[src/rtl/mult_pkg.sv]
// Shared constants and state encoding for the multiplier product path.
package mult_pkg;

  localparam int PKG_PROD_W = 4;  // width of two_bit_multiplier product p
  localparam int PKG_COUNT  = 4;
  localparam int PKG_ACC_W  = 6;

  typedef enum logic {
    ST_ACCUM = 1'b0,
    ST_DONE  = 1'b1
  } state_t;

endpackage

[src/rtl/frame_counter.sv]
// Purpose: mod-COUNT product counter with terminal-count flag.
// Latency: tc is a decode of the registered count, same cycle.
// Backpressure: advances only when en is high; clr wins over en.
module frame_counter #(
  parameter int COUNT = 4,
  parameter int CW    = $clog2(COUNT)
) (
  input  logic          clk,
  input  logic          rst,
  input  logic          clr,
  input  logic          en,
  output logic [CW-1:0] cnt,
  output logic          tc
);

  assign tc = (cnt == CW'(COUNT - 1));

  always_ff @(posedge clk) begin
    if (rst || clr) begin
      cnt <= '0;
    end else if (en) begin
      cnt <= tc ? '0 : cnt + CW'(1);
    end
  end

endmodule

[src/rtl/mult_product_accumulator.sv]
// Purpose: sums COUNT products per frame, reports sum plus sticky carry flag.
// Latency: result valid the cycle after the COUNT-th accepted product.
// Backpressure: input stalls (in_ready=0) while a result awaits out_ready.
module mult_product_accumulator
  import mult_pkg::*;
#(
  parameter int PROD_W = PKG_PROD_W,
  parameter int COUNT  = PKG_COUNT,
  parameter int ACC_W  = PKG_ACC_W
) (
  input  logic              clk,
  input  logic              rst,
  input  logic              in_valid,
  output logic              in_ready,
  input  logic [PROD_W-1:0] in_p,
  output logic              out_valid,
  input  logic              out_ready,
  output logic [ACC_W-1:0]  out_sum,
  output logic              out_ovf,
  output logic              busy
);

  localparam int CW = $clog2(COUNT);

  state_t           state;
  logic [ACC_W-1:0] acc;
  logic             ovf;
  logic [CW-1:0]    cnt;
  logic             tc;
  logic             xfer;
  logic             release_res;
  logic [ACC_W:0]   sum;

  assign xfer        = (state == ST_ACCUM) && in_valid;
  assign release_res = (state == ST_DONE) && out_ready;
  // Extra MSB of the add captures the carry out of the accumulator width.
  assign sum = {1'b0, acc} + {{(ACC_W + 1 - PROD_W){1'b0}}, in_p};

  assign in_ready  = (state == ST_ACCUM);
  assign out_valid = (state == ST_DONE);
  assign busy      = (state == ST_ACCUM) && (cnt != '0);

  frame_counter #(
    .COUNT(COUNT),
    .CW   (CW)
  ) u_frame_counter (
    .clk(clk),
    .rst(rst),
    .clr(release_res),
    .en (xfer),
    .cnt(cnt),
    .tc (tc)
  );

  always_ff @(posedge clk) begin
    if (rst) begin
      state   <= ST_ACCUM;
      acc     <= '0;
      ovf     <= 1'b0;
      out_sum <= '0;
      out_ovf <= 1'b0;
    end else begin
      case (state)
        ST_ACCUM: begin
          if (xfer) begin
            acc <= sum[ACC_W-1:0];
            ovf <= ovf | sum[ACC_W];
            if (tc) begin
              state   <= ST_DONE;
              out_sum <= sum[ACC_W-1:0];
              out_ovf <= ovf | sum[ACC_W];
            end
          end
        end
        ST_DONE: begin
          if (out_ready) begin
            state <= ST_ACCUM;
            acc   <= '0;
            ovf   <= 1'b0;
          end
        end
        default: state <= ST_ACCUM;
      endcase
    end
  end

endmodule
[config.mk]
export PLATFORM = sky130hd
export DESIGN_NAME = mult_product_accumulator
export DESIGN_NICKNAME = d
export VERILOG_FILES = /design/src/rtl/mult_pkg.sv /design/src/rtl/frame_counter.sv /design/src/rtl/mult_product_accumulator.sv
export SDC_FILE = /design/constraint.sdc
export NUM_CORES = 1
export LEC_CHECK = 0
export BUFFER_PORTS_ARGS = -buffer_cell sky130_fd_sc_hd__buf_2
export CAP_MARGIN = 20
export CORE_AREA = 2 2 45 47
export CTS_CLUSTER_DIAMETER = 80
export DETAILED_ROUTE_END_ITERATION = 10
export DIE_AREA = 0 0 47 49
export GPL_TIMING_DRIVEN = 0
export PLACE_DENSITY = 0.78
export SLEW_MARGIN = 20
export SYNTH_ARGS = -nofsm -noshare
export SYNTH_HDL_FRONTEND = slang
export SYNTH_SLANG_ARGS = --single-unit
[constraint.sdc]
create_clock -name clk -period 3.6 [get_ports clk]
set_clock_uncertainty 0.1 [all_clocks]
set_input_delay 0.72 -clock clk [delete_from_list [all_inputs] [get_ports clk]]
set_output_delay 0.72 -clock clk [all_outputs]
set_load 0.02 [all_outputs]
Word-level counts from Yosys, hierarchy flattened
Index checks and enable logic that the tools add are counted.
{"block": "totals", "register_bits": 17, "output_inout_bits": 10}
{"block": "classes", "n_reduce_logical": 7, "n_bitwise": 2, "add_sub_neg": 2, "eq_ne": 3, "muxes": 11}
{"cell": "two-way mux 6 bit", "count": 2}
{"cell": "one-hot mux 6 bit (2 select lines)", "count": 1}
{"cell": "adder 6 x 4 -> 7 bit", "count": 1}
{"cell": "two-way mux 1 bit", "count": 5}
{"cell": "one-hot mux 1 bit (2 select lines)", "count": 2}
{"cell": "logical AND 1 bit", "count": 3}
{"cell": "AND reduction 3 bit", "count": 1}
{"cell": "adder 2 x 1 -> 2 bit (second input constant)", "count": 1}
{"cell": "equality test 2 bit (second input constant)", "count": 1}
{"cell": "two-way mux 2 bit", "count": 1}
{"cell": "!= test 2 x 1 -> 1 bit (second input constant)", "count": 1}
{"cell": "!= test 2 bit (second input constant)", "count": 1}
{"cell": "AND reduction 2 bit", "count": 1}
{"cell": "nonzero test 2 bit", "count": 1}
{"cell": "logical OR 1 bit", "count": 1}
{"cell": "NOT 1 bit", "count": 1}
{"cell": "OR 1 bit", "count": 1}

Logic depth before layout (Yosys ltp)
{"block": "logic_depth", "ltp_word": 4, "mapped_depth": 7}

By module
Synthesis repeated with hierarchy kept, for this count alone.
{"block": "unflattened", "hier_cells": 103, "hier_area_um2": 978.4}
{"module": "mult_product_accumulator", "n_inst": 1, "cells_per_inst": 95, "area_each_um2": 883.3}
{"module": "frame_counter", "n_inst": 1, "cells_per_inst": 8, "area_each_um2": 95.1}

Worst setup path before layout
Ideal clock, no wire load.
{"block": "synth_timing", "path_type": "input -> register", "startpoint": "in in_p[0]", "endpoint": "reg out_ovf", "slack_ns": 1.461, "arrival_time_ns": 1.950, "setup_time_ns": 0.088, "n_path_buf": 0, "stages": 7, "cell_sequence": "ha_1 > inv_1 > fa_1 > nor2b_1 > o21a_1 > o211ai_1 > a311oi_2"}
{"block": "synth_via", "elab_chain_len": 2}
{"element": "start: declaration", "line": "mult_product_accumulator.sv:15", "text": "input logic [PROD_W-1:0] in_p,"}
{"element": "adder 6 x 4 -> 7 bit", "line": "mult_product_accumulator.sv:37", "text": "assign sum = {1'b0, acc} + {{(ACC_W + 1 - PROD_W){1'b0}}, in_p};"}
{"element": "OR 1 bit", "line": "mult_product_accumulator.sv:71", "text": "out_ovf <= ovf | sum[ACC_W];"}
{"element": "end signal: assignment", "line": "mult_product_accumulator.sv:71"}
{"element": "end: declaration", "line": "mult_product_accumulator.sv:19", "text": "output logic out_ovf,"}
Every way passes these cells.
A chain may end at the register's enable or synchronous reset.

Worst setup path after layout
Same ends and word-level chain as after synthesis.

==> summary.md <==
| Metric | Value |
|---|---|
| Pleak | 0.000520 uW |
| Die ar. | 2300 sq um |
| CP endpoint kind | flop |
| CTS root buffer | clkbuf_4 |
| Diodes inserted | 0 |
| TNS Setup | 0 ns |
| CP startpoint kind | input port |
| Port buffer count | 17 |
| H-Tree Level Count | 1 |
| Fmax | 0.494 GHz |
| Synth Instances | 106 |
| Most frequent cells in the layout | 18 x buf_2, 17 x dfxtp_1, 9 x a21oi_1, 9 x nand2_1, 8 x nor2_1 |
| Die Span X | 47 microns |
| Syn Nets | 121 |
| MaxCap Viol Count | 0 |
| Largest net degree at the start of global routing | 11 |
| Clock transition at path regs | 0.11 ns |
| Count of final max-slew check failures | 0 |
| Hold Path Class | reg2reg |
| CTS Buf Count | 3 |
| Placer Congestion | 0.787 |
| Data arrival time of the critical path | 2.16 ns |
| # DRC | 0 |
| Critical path fanouts, max | 6 |
| Post-synth EDFFs | 0 |
| Crit Path Category | in2reg |
| DR vias | 837 |
| Post-CTS Setup Inserts | 0 |
| Cell Area, Synth | 967 sq um |
| Crit path time final | 2.02 ns |
| Hold_ws | 0.362 ns |
| DP HPWL | 1490 microns |
| Clk sink count | 17 |
| Worst relative slew slack | 64.4% |
| Outcome | completed |
| Unique masters post-synth | 36 |
| Clk_lat worst skew | 0.31 ns |
| Syn avg cell area | 9.12 sq um |
| Routed wire length | 2030 microns |
| Core ar. | 1840 sq um |
| Post-Place Cell Area | 1090 sq um |
| Power Density | 342 nW/um^2 |
| Final instance area | 1110 sq um |
| Yosys Warn Count | 0 |
| Final-layout fill cell count | 179 |
| Endpoints failing hold | 0 |
| FF+latch count, synth | 17 |
| Share of cells above drive strength 1 | 25.2% |
| Ys async rst share | 0% |
| CTS resizes | 0 |
| CTS Hold Bufs | 0 |
| Register area share after synthesis | 35.2% |
| Initial drt markers | 29 |
| Die height | 49 microns |
| Tot Pwr | 381 uW |
| Commonest non-fill, non-tap cell in the layout | buf_2 |
| Period utilization | 56.2% |
| Total congestion overflow | 0 |
| CP required | 3.74 ns |
| RSZ-0062 raised after global routing | false |
| TritonCTS clock tree | done |
| Initial cell density of the core | 52.5% |
| NumNets Final | 143 |
| Wire length per cell | 13.2 microns |
| Buffer depth of the longest clock path | 2 |
| Tot GR Track Use | 20.4% |
| Final Setup Violations | 0 |
| Max VDD drop | 278 uV |
| Rows | 16 |
| DRT Pass-1 Iters | 4 |
| Least-Margin Pin Slew | 0.534 ns |
| Initial antenna violation count | 0 |
| First-pass GRT wire length | 3370 microns |
| Vias per cell | 5.44 |
| Ports | 18 |
| Remaining antenna violation count after routing | 0 |
| Vias in the first global route | 778 |
| Area Overhead vs Synth | 15.1% |
| Synth Flop Type | dfxtp_1 |
[final cells by class]
cell class	instances	area [sq um]	area share (%)
multi-input combinational	77	554	49.8
sequential	17	340	30.6
timing repair buffer	17	85.1	7.64
buffer	5	46.3	4.16
tap	27	33.8	3.03
inverter	7	26.3	2.36
clock buffer	3	22.5	2.02
clock inverter	1	5.00	0.449
[worst paths after layout]
| kind | endpoint | slack (ns) | startpoint | cells after the start |
|---|---|---|---|---|
| max | out_ovf | 1.58 | in_p[0] | 8 |
| min | out_sum[2] | 0.36 | out_sum[2] | 2 |
| max reg2reg | out_ovf | 1.70 | acc[0] | 7 |
| min reg2reg | out_sum[2] | 0.36 | out_sum[2] | 2 |
[where the power goes]
group	switching [uW]	internal (uW)
Combinational	42.4	31.3
Sequential	5.32	196
Clock	64.6	41.5
[worst max-delay path, stage by stage]
cell and delay [ns]:
buf_2 0.08, ha_1 0.16, inv_1 0.05, fa_1 0.40, nor2b_1 0.14, o21a_1 0.23, o211ai_1 0.12, a311oi_2 0.26
[metrics by stage]
| stage | utilization [%] | setup WS [ns] | cells |
|---|---|---|---|
| 3_3_place_gp | 59.0 | 1.28 | 150 |
| 5_1_grt | 60.5 | 1.45 | 154 |
| 4_1_cts | 60.5 | 1.57 | 154 |
| 2_1_floorplan | - | 1.46 | 106 |
| 6_report | 60.5 | 1.58 | 154 |
| 3_5_place_dp | 59.0 | 1.25 | 150 |
[registers in the layout, indices dropped and copies added, names as in the netlist]
register,cells
u_frame_counter.cnt,2
ovf,1
out_sum,6
out_valid,1
acc,6
out_ovf,1
[cells in the mapped netlist, types with 3 or more instances]
cell,number,area [sq um]
nand4b_1,3,26.3
or4_1,3,22.5
nand3_1,4,20.0
nand2_1,9,33.8
nor2_1,8,30.0
a22oi_1,3,22.5
a21oi_1,9,45.0
ha_1,6,75.1
nand3b_1,4,30.0
a21o_1,3,22.5
dfxtp_1,17,340
inv_1,7,26.3
[layer usage]
metal / track usage (%) / vias to the layer above / share of wire, %
li1: - / 420 / -
met1: 26.1 / 380 / 43
met2: 32.9 / 30 / 49
met3: 2.22 / 7 / 4.6
met4: 9.72 / 0 / 2.9
met5: 0 / - / 0
[kinds of logic (layout without fill, tap and decap cells)]
logic type / after synthesis / after routing / share of synthesized area, %
adder cells (fa/ha/maj): 7 / 7 / 9.83
flip-flops: 17 / 17 / 35.2
buffers and inverters: 12 / 33 / 7.50
AO/OA/AOI/OAI: 25 / 25 / 18.1
XOR/XNOR: 1 / 1 / 0.906
AND/OR/NAND/NOR: 44 / 44 / 28.5
Note: power is estimated with default switching activity, not from simulation.
